$ cat src/rtl/multi_chan_trade_arbiter_pkg.sv
// Shared types, constants and helpers for the multi-channel trade arbiter and its round-robin stage.
package multi_chan_trade_arbiter_pkg;

  localparam int unsigned PRICE_W_DEF = 32;
  localparam int unsigned MAX_PRICE_W = 64;

  // Output FSM encoding
  localparam logic [0:0] ST_IDLE    = 1'b0;
  localparam logic [0:0] ST_PRESENT = 1'b1;

  function automatic int unsigned chan_w(input int unsigned n);
    return (n <= 1) ? 1 : $clog2(n);
  endfunction

  // Locked or crossed books yield zero so they can never qualify.
  function automatic logic [MAX_PRICE_W-1:0] calc_spread(input logic [MAX_PRICE_W-1:0] bid,
                                                         input logic [MAX_PRICE_W-1:0] ask);
    return (ask > bid) ? (ask - bid) : '0;
  endfunction

endpackage

$ cat src/rtl/multi_chan_trade_arbiter_rr_arbiter.sv
// Combinational round-robin arbiter: grants the first request at or after ptr_i, wrapping modulo N.
module multi_chan_trade_arbiter_rr_arbiter
  import multi_chan_trade_arbiter_pkg::*;
#(
  parameter int unsigned N    = 4,
  localparam int unsigned IdxW = chan_w(N)
) (
  input  logic [N-1:0]    req_i,
  input  logic [IdxW-1:0] ptr_i,
  output logic [N-1:0]    gnt_o,
  output logic [IdxW-1:0] gnt_idx_o,
  output logic            any_o
);

  always_comb begin
    int unsigned idx;
    idx       = 0;
    gnt_o     = '0;
    gnt_idx_o = '0;
    any_o     = 1'b0;
    for (int unsigned k = 0; k < N; k++) begin
      idx = (32'(ptr_i) + k) % N;
      if (!any_o && req_i[idx]) begin
        any_o      = 1'b1;
        gnt_o[idx] = 1'b1;
        gnt_idx_o  = IdxW'(idx);
      end
    end
  end

endmodule

$ cat src/rtl/multi_chan_trade_arbiter.sv
// Tick-to-trade decision core: qualifies per-channel BBO spreads, arbitrates triggers round-robin
// onto one valid/ready order stream, with per-channel cooldown and a global token-bucket limiter.
module multi_chan_trade_arbiter
  import multi_chan_trade_arbiter_pkg::*;
#(
  parameter int unsigned N_CHAN        = 4,
  parameter int unsigned PRICE_W       = PRICE_W_DEF,
  parameter int unsigned DEF_THRESH    = 5,
  parameter int unsigned COOLDOWN      = 16,
  parameter int unsigned MAX_BURST     = 4,
  parameter int unsigned REFILL_CYCLES = 64,
  parameter int unsigned CNT_W         = 16,
  localparam int unsigned CHAN_W       = chan_w(N_CHAN)
) (
  input  logic                        clk_i,
  input  logic                        rst_i,
  input  logic [N_CHAN-1:0]           bbo_valid_i,
  input  logic [N_CHAN*PRICE_W-1:0]   bid_price_i,
  input  logic [N_CHAN*PRICE_W-1:0]   ask_price_i,
  input  logic [N_CHAN-1:0]           ai_pred_i,
  input  logic                        cfg_we_i,
  input  logic [PRICE_W-1:0]          spread_thresh_i,
  input  logic                        enable_i,
  output logic                        order_valid_o,
  input  logic                        order_ready_i,
  output logic [CHAN_W-1:0]           order_chan_o,
  output logic [PRICE_W-1:0]          order_spread_o,
  output logic [CNT_W-1:0]            drop_count_o
);

  localparam int unsigned CoolW = $clog2(COOLDOWN + 1);
  localparam int unsigned TokW  = $clog2(MAX_BURST + 1);
  localparam int unsigned RefW  = chan_w(REFILL_CYCLES);
  localparam int unsigned SumW  = CNT_W + CHAN_W + 1;

  logic [N_CHAN-1:0]              s1_valid_q, s1_pred_q;
  logic [N_CHAN-1:0][PRICE_W-1:0] s1_spread_q;
  logic [PRICE_W-1:0]             thresh_q;

  logic [N_CHAN-1:0]              pend_q, pend_d;
  logic [N_CHAN-1:0][PRICE_W-1:0] snap_q, snap_d;
  logic [N_CHAN-1:0][CoolW-1:0]   cool_q, cool_d;
  logic [TokW-1:0]                tok_q, tok_d;
  logic [RefW-1:0]                ref_q, ref_d;
  logic [0:0]                     state_q, state_d;
  logic [CHAN_W-1:0]              chan_q, chan_d, ptr_q, ptr_d;
  logic [PRICE_W-1:0]             spread_q, spread_d;
  logic [CNT_W-1:0]               drop_q, drop_d;

  logic [N_CHAN-1:0] accept, drop;
  logic [SumW-1:0]   n_drop, drop_sum;
  logic [N_CHAN-1:0] arb_gnt;
  logic [CHAN_W-1:0] arb_idx;
  logic              arb_any, grant, hs, refill;

  // Stage 1: spread and prediction capture
  always_ff @(posedge clk_i) begin
    if (rst_i) begin
      s1_valid_q  <= '0;
      s1_pred_q   <= '0;
      s1_spread_q <= '0;
      thresh_q    <= PRICE_W'(DEF_THRESH);
    end else begin
      s1_valid_q <= bbo_valid_i;
      for (int unsigned i = 0; i < N_CHAN; i++) begin
        if (bbo_valid_i[i]) begin
          s1_spread_q[i] <= PRICE_W'(calc_spread(MAX_PRICE_W'(bid_price_i[i*PRICE_W +: PRICE_W]),
                                                 MAX_PRICE_W'(ask_price_i[i*PRICE_W +: PRICE_W])));
          s1_pred_q[i]   <= ai_pred_i[i];
        end
      end
      if (cfg_we_i) thresh_q <= spread_thresh_i;
    end
  end

  // Stage 2: qualification against the threshold, split by cooldown state
  always_comb begin
    accept = '0;
    drop   = '0;
    n_drop = '0;
    for (int unsigned i = 0; i < N_CHAN; i++) begin
      if (s1_valid_q[i] && s1_pred_q[i] && enable_i && (s1_spread_q[i] > thresh_q)) begin
        if (cool_q[i] == '0) accept[i] = 1'b1;
        else                 drop[i]   = 1'b1;
      end
      if (drop[i]) n_drop = n_drop + 1'b1;
    end
    drop_sum = SumW'(drop_q) + n_drop;
    drop_d   = (drop_sum > SumW'({CNT_W{1'b1}})) ? '1 : drop_sum[CNT_W-1:0];
  end

  multi_chan_trade_arbiter_rr_arbiter #(
    .N (N_CHAN)
  ) u_rr_arbiter (
    .req_i     (pend_q),
    .ptr_i     (ptr_q),
    .gnt_o     (arb_gnt),
    .gnt_idx_o (arb_idx),
    .any_o     (arb_any)
  );

  assign hs     = (state_q == ST_PRESENT) && order_ready_i;
  assign grant  = (state_q == ST_IDLE) && arb_any && (tok_q != '0);
  assign refill = (ref_q == RefW'(REFILL_CYCLES - 1));

  always_comb begin
    state_d  = state_q;
    chan_d   = chan_q;
    spread_d = spread_q;
    ptr_d    = ptr_q;
    pend_d   = pend_q;
    snap_d   = snap_q;
    tok_d    = tok_q;
    ref_d    = refill ? '0 : ref_q + 1'b1;

    if (grant) begin
      state_d  = ST_PRESENT;
      chan_d   = arb_idx;
      spread_d = snap_q[arb_idx];
      pend_d   = pend_d & ~arb_gnt;
    end
    if (hs) begin
      state_d = ST_IDLE;
      ptr_d   = (chan_q == CHAN_W'(N_CHAN - 1)) ? '0 : chan_q + 1'b1;
    end

    for (int unsigned i = 0; i < N_CHAN; i++) begin
      cool_d[i] = (cool_q[i] != '0) ? cool_q[i] - 1'b1 : '0;
      if (hs && (chan_q == CHAN_W'(i))) cool_d[i] = CoolW'(COOLDOWN);
      // A fresh trigger overrides a grant-clear on the same channel; latest snapshot wins.
      if (accept[i]) begin
        pend_d[i] = 1'b1;
        snap_d[i] = s1_spread_q[i];
      end
    end
    if (!enable_i) pend_d = '0;

    if (hs && !refill)                                       tok_d = tok_q - 1'b1;
    else if (refill && !hs && (tok_q != TokW'(MAX_BURST)))  tok_d = tok_q + 1'b1;
  end

  always_ff @(posedge clk_i) begin
    if (rst_i) begin
      state_q  <= ST_IDLE;
      chan_q   <= '0;
      spread_q <= '0;
      ptr_q    <= '0;
      pend_q   <= '0;
      snap_q   <= '0;
      cool_q   <= '0;
      tok_q    <= TokW'(MAX_BURST);
      ref_q    <= '0;
      drop_q   <= '0;
    end else begin
      state_q  <= state_d;
      chan_q   <= chan_d;
      spread_q <= spread_d;
      ptr_q    <= ptr_d;
      pend_q   <= pend_d;
      snap_q   <= snap_d;
      cool_q   <= cool_d;
      tok_q    <= tok_d;
      ref_q    <= ref_d;
      drop_q   <= drop_d;
    end
  end

  assign order_valid_o  = (state_q == ST_PRESENT);
  assign order_chan_o   = chan_q;
  assign order_spread_o = spread_q;
  assign drop_count_o   = drop_q;

endmodule
$ cat config.mk
export PLATFORM = sky130hd
export DESIGN_NAME = multi_chan_trade_arbiter
export DESIGN_NICKNAME = d
export VERILOG_FILES = /design/src/rtl/multi_chan_trade_arbiter_pkg.sv /design/src/rtl/multi_chan_trade_arbiter_rr_arbiter.sv /design/src/rtl/multi_chan_trade_arbiter.sv
export SDC_FILE = /design/constraint.sdc
export NUM_CORES = 1
export LEC_CHECK = 0
export BUFFER_PORTS_ARGS = -buffer_cell sky130_fd_sc_hd__buf_2
export CORE_ASPECT_RATIO = 0.75
export CORE_UTILIZATION = 53
export DETAILED_ROUTE_END_ITERATION = 12
export GPL_TIMING_DRIVEN = 0
export PLACE_DENSITY = 0.77
export SLEW_MARGIN = 20
export SYNTH_ARGS = -nofsm -noshare
export SYNTH_HDL_FRONTEND = slang
export SYNTH_SLANG_ARGS = --single-unit
$ cat constraint.sdc
create_clock -name clk_i -period 4.1 [get_ports clk_i]
set_clock_uncertainty 0.05 [all_clocks]
set_input_delay 0.615 -clock clk_i [delete_from_list [all_inputs] [get_ports clk_i]]
set_output_delay 0.615 -clock clk_i [all_outputs]
set_load 0.01 [all_outputs]
==> impl_metrics.prom, run 1 <==
# TYPE chip_impl_metric gauge
chip_impl_info{name="outcome",value="complete, but fails checks"} 1
chip_impl_info{name="failed_checks",value="negative setup slack"} 1
chip_impl_metric{name="final.setup.tns",unit="ns"} -8.640
chip_impl_metric{name="replace_congestion",unit=""} 1.005
chip_impl_metric{name="drv_cap",unit=""} 0
chip_impl_metric{name="antenna_left",unit=""} 0
chip_impl_metric{name="m1WireLength",unit="um"} 37450
chip_impl_info{name="ys_dominant_reg_cell",value="dfxtp_1"} 1
chip_impl_metric{name="global_route.overflow_total",unit=""} 0
chip_impl_metric{name="final.setup.worst_slack",unit="ns"} -0.6061
chip_impl_info{name="hold_path_class",value="in2reg"} 1
chip_impl_metric{name="cts.clk_slew.worst_paths",unit="ns"} 0.06
chip_impl_metric{name="floorplan.die.height",unit="um"} 193.6
chip_impl_info{name="cell_by_cell_trace_of_the_critical_path",value="inv_4 > ha_4 > and3_4 > nand3_2 > or3_4 > nor2_4 > o21ai_2 > nand3_1 > nand4_1 > inv_2 > ha_4 > xnor2_4 > ha_4 > mux2_4 > ha_4 > a21o_1 > a21oi_2 > nor2b_2 > nor2_2 > nor3b_2 > nor2b_4 > nand3_1 > nor3b_2 > nor3_1"} 1
chip_impl_metric{name="worstMarginPinSlew",unit="ns"} 1.218
chip_impl_metric{name="netlist_instances",unit=""} 3136
chip_impl_info{name="timing.critical_path.mode_cell",value="ha_4"} 1
chip_impl_metric{name="vias_per_cell",unit=""} 6.065
chip_impl_metric{name="clock_sinks",unit=""} 382
chip_impl_info{name="dr.max_layer_used",value="met4"} 1
chip_impl_info{name="startpoint_type",value="flip-flop"} 1
chip_impl_metric{name="antenna_found_initial",unit=""} 1
chip_impl_metric{name="die_w",unit="um"} 257.5
chip_impl_metric{name="detail_route.first_pass.iterations",unit=""} 8
chip_impl_metric{name="layout-drive-gt1-share",unit="%"} 18.19
chip_impl_metric{name="mappedNetlistNets",unit=""} 3723
chip_impl_metric{name="portBuffers",unit=""} 349
chip_impl_metric{name="final.period_utilization",unit="%"} 114.8
chip_impl_metric{name="first_global_vias",unit=""} 23350
chip_impl_metric{name="number_of_enable_flip_flop_cells_after_synthesis",unit=""} 0
chip_impl_metric{name="route.met3.wl",unit="um"} 9902
chip_impl_metric{name="global_route_wire_length_before_repair",unit="um"} 129700
chip_impl_metric{name="wire_per_inst",unit="um"} 19.81
chip_impl_metric{name="dpl.hpwl",unit="um"} 65100
chip_impl_metric{name="place_inst",unit=""} 4124
chip_impl_metric{name="starting_density_of_the_core",unit="%"} 54.26
chip_impl_metric{name="report.final.setup_viol",unit=""} 16
chip_impl_metric{name="dp_slack",unit="ns"} -1.104
chip_impl_metric{name="final_routed_wirelength_across_all_metal_layers",unit="um"} 83820
chip_impl_metric{name="detail_route.drc_violations",unit=""} 0
chip_impl_info{name="timing.critical_path.to_type",value="flip-flop"} 1
chip_impl_metric{name="number_of_buffers_on_the_longest_clock_path",unit=""} 3
chip_impl_metric{name="synth_seq_area_share",unit="%"} 29.47
chip_impl_info{name="cts_tree",value="yes"} 1
chip_impl_metric{name="num_rows",unit=""} 69
chip_impl_metric{name="cts_bufs_inserted",unit=""} 37
chip_impl_metric{name="static-leakage-power",unit="nW"} 13.94
chip_impl_metric{name="cp.arrival",unit="ns"} 5.05
chip_impl_metric{name="mappedNetlistArea",unit="um^2"} 25950
chip_impl_metric{name="postCtsHoldBufs",unit=""} 0
chip_impl_metric{name="layout.cells.non_filler",unit=""} 4231
chip_impl_metric{name="synthToLayoutAreaGrowth",unit="%"} 18.52
chip_impl_metric{name="synth-async-reset-ratio",unit="%"} 0
chip_impl_metric{name="cts.htree.levels",unit=""} 2
chip_impl_info{name="critical_path_class",value="reg2reg"} 1
chip_impl_metric{name="number_of_distinct_library_cells_after_synthesis",unit=""} 80
chip_impl_metric{name="drv_slew",unit=""} 0
chip_impl_metric{name="groute.usage.overall",unit="%"} 32.41
chip_impl_metric{name="detailed_route_via_count",unit=""} 25659
chip_impl_metric{name="num_io_pins",unit=""} 352
chip_impl_metric{name="slowest_delay",unit="ns"} 0.41
chip_impl_metric{name="yosysWarningCount",unit=""} 0
chip_impl_metric{name="cp_max_fo",unit=""} 4
chip_impl_metric{name="period_minus_slack",unit="ns"} 4.706
chip_impl_metric{name="die-area",unit="um^2"} 49860
chip_impl_metric{name="worst_slew_margin_rel",unit="%"} 18.82
chip_impl_metric{name="finalHoldViolations",unit=""} 0
chip_impl_metric{name="core_area",unit="um^2"} 47830
chip_impl_info{name="rsz_0062_raised_after_global_routing",value="yes"} 1
chip_impl_metric{name="synth.avg_cell_area",unit="um^2"} 8.275
chip_impl_metric{name="synth_seq_cells",unit=""} 382
chip_impl_metric{name="routed-wl-met2",unit="um"} 33850
chip_impl_metric{name="p_per_area",unit="nW/um^2"} 337.6
chip_impl_metric{name="drt_iter0_drc",unit=""} 2815
chip_impl_metric{name="fmax",unit="MHz"} 212.5
chip_impl_metric{name="clock_insertion_delay_worst_skew",unit="ns"} 0.55
chip_impl_metric{name="finalNetCount",unit=""} 4151
chip_impl_metric{name="vdd.ir_drop.worst",unit="V"} 0.0002046
chip_impl_info{name="timing.critical_path.slowest_stage_cell",value="or3_4"} 1
chip_impl_metric{name="critPathRequiredTime",unit="ns"} 4.44
chip_impl_metric{name="grt_start_max_net_pins",unit=""} 15
chip_impl_info{name="cts_root_buf",value="clkbuf_16"} 1
chip_impl_metric{name="final_core_util",unit="%"} 64.31
## power by group
group | switching (mW) | total (mW) | internal, mW
logic | 1.53 | 2.69 | 1.16
clock network | 1.50 | 3.57 | 2.07
registers | 0.215 | 4.12 | 3.91
## cell families after synthesis
kind of cell    after synthesis  synth area share, %
mux                         174                6.904
xor+xnor                    134                4.522
flops                       382                29.47
buf+inv                     374                5.892
compound gates              888                23.26
fa+ha+maj                   286                13.96
other cells                   1              0.01445
simple gates                897                15.97
## state kept, by name, indices dropped and copies added, names as in the netlist
signal,count
order_valid_o,1
s1_spread_q,128
thresh_q,32
ref_q,6
drop_count_o,16
s1_pred_q,4
tok_q,3
pend_q,4
s1_valid_q,4
cool_q,20
order_spread_o,32
snap_q,128
ptr_q,2
order_chan_o,2
## cell usage after synthesis, drive strengths merged, types with 35 or more instances
master  count  area, um^2
a221oi     35       312.8
nor2      414        1582
ha        280        3503
a21o      118       885.9
nand3      46       230.2
o22ai      97       606.8
dfxtp     382        7647
buf        60       350.3
clkbuf     97       364.1
nand4      52       325.3
inv       216       810.8
a22o       36       315.3
a21oi     211        1060
xnor2      86       753.2
nor2b      43       269.0
nand2     154       578.1
nor3       59       300.3
mux2i     168        1694
a211o      37       324.1
a22oi      51       382.9
xor2       48       420.4
o21ai     103       523.0
a311oi     38       351.6
## layout make-up
cell class / instances / area, um^2
Multi-Input combinational cell: 2380 / 17310
Fill cell: 4075 / 17070
Sequential cell: 382 / 7664
Timing Repair Buffer: 389 / 2137
Clock buffer: 54 / 1112
Inverter: 217 / 860.8
Tap cell: 639 / 799.5
Buffer: 157 / 729.5
Clock inverter: 11 / 137.6
Antenna cell: 2 / 5.005
## placed cells by master (no fill, tap or decap), types with 100 or more instances in the layout
| master | netlist | final |
|---|---|---|
| a21o_1 | 118 | 118 |
| a21oi_1 | 210 | 194 |
| buf_2 | 40 | 389 |
| clkbuf_1 | 97 | 100 |
| dfxtp_1 | 382 | 369 |
| ha_1 | 280 | 262 |
| inv_1 | 216 | 195 |
| mux2i_1 | 167 | 166 |
| nand2_1 | 154 | 152 |
| nor2_1 | 409 | 401 |
## per-stage QoR
step / power, mW / area, um^2 / hold WS, ns
2_1_floorplan: 5.920 / 26080 / 0.3633
3_3_place_gp: 6.641 / 28630 / 0.3744
3_5_place_dp: 6.693 / 28630 / 0.3854
4_1_cts: 10.28 / 30460 / 0.2534
5_1_grt: 10.85 / 30760 / 0.2579
6_report: 10.38 / 30760 / 0.2576
## worst max-delay path: cells and delay by family, from the launching register on
| kind | cells | cell delay, ns |
|---|---|---|
| mux | 1 | 0.28 |
| simple gates | 13 | 2.15 |
| xor+xnor | 1 | 0.22 |
| fa+ha+maj | 4 | 0.98 |
| compound gates | 3 | 0.26 |
| buf+inv | 2 | 0.22 |
| flops | 1 | 0.35 |
## timing repair
item,in CTS,in global routing
buffers inserted,28,11
cloned,1,0
pin swaps,18,13
gates resized for setup,68,47
endpoints found under the setup margin,16,45
## final timing paths
check                                          startpoint                           to  slack [ns]  cells past startpoint
worst max-delay path            thresh_q[25]$_SDFFE_PP0P_  drop_count_o[15]$_SDFF_PP0_       -0.61                     24
worst min-delay path                  spread_thresh_i[27]    thresh_q[27]$_SDFFE_PP0P_        0.26                      3
worst max register to register  thresh_q[25]$_SDFFE_PP0P_  drop_count_o[15]$_SDFF_PP0_       -0.61                     24
worst min register to register       cool_q[5]$_SDFF_PP0_         cool_q[5]$_SDFF_PP0_        0.40                      1
## routing by layer
metal  global-route usage [%]  up-vias
li1                         -    12233
met1                    47.41    12009
met2                    46.41     1261
met3                    7.882      156
met4                    9.928        0
met5                        0        -
Note: power is estimated with default switching activity, not from simulation.
==> run 2: changes to the inputs <==
- CORE_UTILIZATION: 53 -> 55
- clock period: 4.1 -> 5.8 ns (I/O delays scaled with it)
==> run 2 against run 1 <==
Against the previous run:
- the flow now finishes without violations
- cell count decreased by 1.1%
- core utilization increased by 0.18 points
- via count decreased by 0.46%
- sequential share of layout area increased by 0.71 points
- largest power group unchanged
- global-route usage increased by 1.8 points
- sequential cell count unchanged
- die area decreased by 3.6%
- critical endpoint is now drop_count_o[13]$_SDFF_PP0_
- largest cell class unchanged
- fmax decreased by 13%
- critical path depth unchanged
==> impl_metrics.prom, run 2 (same netlist as run 1, synthesis figures left out) <==
# TYPE chip_impl_metric gauge
chip_impl_info{name="outcome",value="finished clean"} 1
chip_impl_metric{name="die_w",unit="um"} 252.8
chip_impl_metric{name="detail_route.first_pass.iterations",unit=""} 6
chip_impl_info{name="cts_root_buf",value="clkbuf_16"} 1
chip_impl_info{name="worst_setup_path_startpoint",value="thresh_q[1]$_SDFFE_PP0P_"} 1
chip_impl_metric{name="global_route_wire_length_before_repair",unit="um"} 128900
chip_impl_metric{name="finalNetCount",unit=""} 4114
chip_impl_info{name="timing.hold.worst.start",value="cool_q[15]$_SDFF_PP0_"} 1
chip_impl_metric{name="period_minus_slack",unit="ns"} 5.419
chip_impl_metric{name="drv_cap",unit=""} 0
chip_impl_metric{name="final.setup.tns",unit="ns"} 0
chip_impl_metric{name="antenna_left",unit=""} 0
chip_impl_metric{name="cts_bufs_inserted",unit=""} 38
chip_impl_metric{name="cts.clk_slew.worst_paths",unit="ns"} 0.06
chip_impl_metric{name="r2r_setup_slack",unit="ns"} 0.38
chip_impl_metric{name="postCtsHoldBufs",unit=""} 0
chip_impl_metric{name="drv_slew",unit=""} 0
chip_impl_metric{name="clock_insertion_delay_worst_skew",unit="ns"} 0.55
chip_impl_metric{name="global_route.overflow_total",unit=""} 0
chip_impl_info{name="startpoint_type",value="flip-flop"} 1
chip_impl_metric{name="groute.usage.overall",unit="%"} 34.17
chip_impl_metric{name="fmax",unit="MHz"} 184.5
chip_impl_metric{name="clock_sinks",unit=""} 382
chip_impl_metric{name="p_per_area",unit="nW/um^2"} 248.3
chip_impl_metric{name="worstMarginPinSlew",unit="ns"} 1.145
chip_impl_metric{name="detail_route.drc_violations",unit=""} 0
chip_impl_metric{name="cp_max_fo",unit=""} 10
chip_impl_info{name="critical_path_class",value="reg2reg"} 1
chip_impl_metric{name="replace_congestion",unit=""} 0.9976
chip_impl_metric{name="dpl.hpwl",unit="um"} 67180
chip_impl_metric{name="cp.arrival",unit="ns"} 5.84
chip_impl_metric{name="vdd.ir_drop.worst",unit="V"} 0.0001932
chip_impl_metric{name="die-area",unit="um^2"} 48060
chip_impl_metric{name="report.final.setup_viol",unit=""} 0
chip_impl_metric{name="antenna_found_initial",unit=""} 2
chip_impl_metric{name="portBuffers",unit=""} 349
chip_impl_metric{name="detailed_route_via_count",unit=""} 25542
chip_impl_metric{name="static-leakage-power",unit="nW"} 13.71
chip_impl_metric{name="core_area",unit="um^2"} 46280
chip_impl_info{name="timing.critical_path.to_type",value="flip-flop"} 1
chip_impl_metric{name="num_io_pins",unit=""} 352
chip_impl_metric{name="starting_density_of_the_core",unit="%"} 56.07
chip_impl_metric{name="wire_per_inst",unit="um"} 20.18
chip_impl_metric{name="number_of_buffers_on_the_longest_clock_path",unit=""} 3
chip_impl_info{name="hold_path_class",value="reg2reg"} 1
chip_impl_metric{name="num_rows",unit=""} 68
chip_impl_metric{name="first_global_vias",unit=""} 22845
chip_impl_info{name="rsz_0062_raised_after_global_routing",value="no"} 1
chip_impl_info{name="rr_startpoint",value="thresh_q[1]$_SDFFE_PP0P_"} 1
chip_impl_metric{name="fillers",unit=""} 4042
chip_impl_metric{name="floorplan.die.height",unit="um"} 190.1
chip_impl_info{name="largest_registers_in_the_final_layout",value="s1_spread_q x128, snap_q x128"} 1
chip_impl_metric{name="drt_iter0_drc",unit=""} 2818
chip_impl_metric{name="finalHoldViolations",unit=""} 0
chip_impl_info{name="cts_tree",value="yes"} 1
chip_impl_metric{name="cts.htree.levels",unit=""} 2
chip_impl_metric{name="final.period_utilization",unit="%"} 93.43
chip_impl_info{name="layout_commonest_cell",value="nor2_1"} 1
chip_impl_metric{name="layout-drive-gt1-share",unit="%"} 14.35
chip_impl_metric{name="critPathRequiredTime",unit="ns"} 6.22
chip_impl_metric{name="vias_per_cell",unit=""} 6.103
chip_impl_metric{name="final_core_util",unit="%"} 64.49
chip_impl_metric{name="worst_slew_margin_rel",unit="%"} 22.59
chip_impl_metric{name="synthToLayoutAreaGrowth",unit="%"} 15.01
chip_impl_metric{name="grt_start_max_net_pins",unit=""} 15
chip_impl_info{name="most-common-layout-cells",value="409 x nor2_1, 389 x buf_2, 382 x dfxtp_1"} 1
chip_impl_metric{name="final_routed_wirelength_across_all_metal_layers",unit="um"} 84440
run 2: cell count changes in the layout (fill, tap and decap cells not counted), sizes merged:
cell,change
clkinv,-1
diode,-1
clkinvlp,-7
buf,-39
clkbuf,-1
bufinv,+3
inv,+9
run 2: what timing repair did:
| action | in CTS | in global routing |
|---|---|---|
| resized for setup | 0 | 8 |
| endpoints found under the hold margin | 0 | 0 |
| buffers inserted | 0 | 2 |
| setup endpoints to repair | 0 | 11 |
run 2: worst max-delay path, stage by stage (launching register included):
cell,delay [ns]
dfxtp_1,0.37
clkinvlp_4,0.21
ha_1,0.35
nor2b_1,0.15
o21a_1,0.17
o21a_1,0.16
o21ai_0,0.13
a21boi_0,0.13
o21ai_1,0.25
nand3_1,0.16
nand4_1,0.26
inv_1,0.08
ha_1,0.33
xnor2_2,0.17
ha_1,0.31
mux2i_1,0.09
fa_1,0.46
nor2b_1,0.13
o21ai_0,0.08
nand2b_1,0.14
nor2b_4,0.21
nand2_1,0.11
or3_1,0.45
clkbuf_2,0.22
a21oi_1,0.16
run 2: area by class of cell:
class	instances	area, um^2	area share [%]
antenna	1	2.502	0.008384
buffer	157	715.7	2.398
clock buffer	52	1065	3.567
clock inverter	15	235.2	0.7881
inverter	217	818.3	2.742
multi-input combinational	2380	16810	56.33
sequential	382	7647	25.62
tap	630	788.3	2.641
timing repair buffer	351	1762	5.902
run 2: path summary, 6_finish.rpt:
kind / to / depth (start not counted)
worst min register to register: cool_q[15]$_SDFF_PP0_ / 1
worst max-delay path: drop_count_o[13]$_SDFF_PP0_ / 24
worst max register to register: drop_count_o[13]$_SDFF_PP0_ / 24
worst min-delay path: cool_q[15]$_SDFF_PP0_ / 1
run 2: metrics by stage:
stage               total power, mW  hold WS (ns)  setup WS (ns)  instance area, um^2  instances
finish                        7.412        0.3952         0.3811                29850       4185
global route                  7.720        0.4137        0.02045                29850       4185
CTS                           7.356        0.3955         0.1109                29790       4182
detailed placement            4.743        0.3861         0.1502                28490       4115
global placement              4.714        0.3760         0.2768                28490       4115
floorplan                     4.178        0.3633          1.270                25950       3136
run 2: power breakdown:
group | internal [mW] | total (mW) | switching [mW]
Combinational | 0.776 | 1.85 | 1.07
Clock | 1.56 | 2.65 | 1.10
Sequential | 2.76 | 2.91 | 0.146
run 2: per-layer routing:
metal	wire, um	up-vias	part of all wire (%)	track usage, %
met3	8595	194	10	7.210
met2	35500	1207	42	51.76
met4	3017	0	3.6	10.96
met1	37320	11982	44	48.13
met5	0	-	0	0
li1	-	12159	-	-
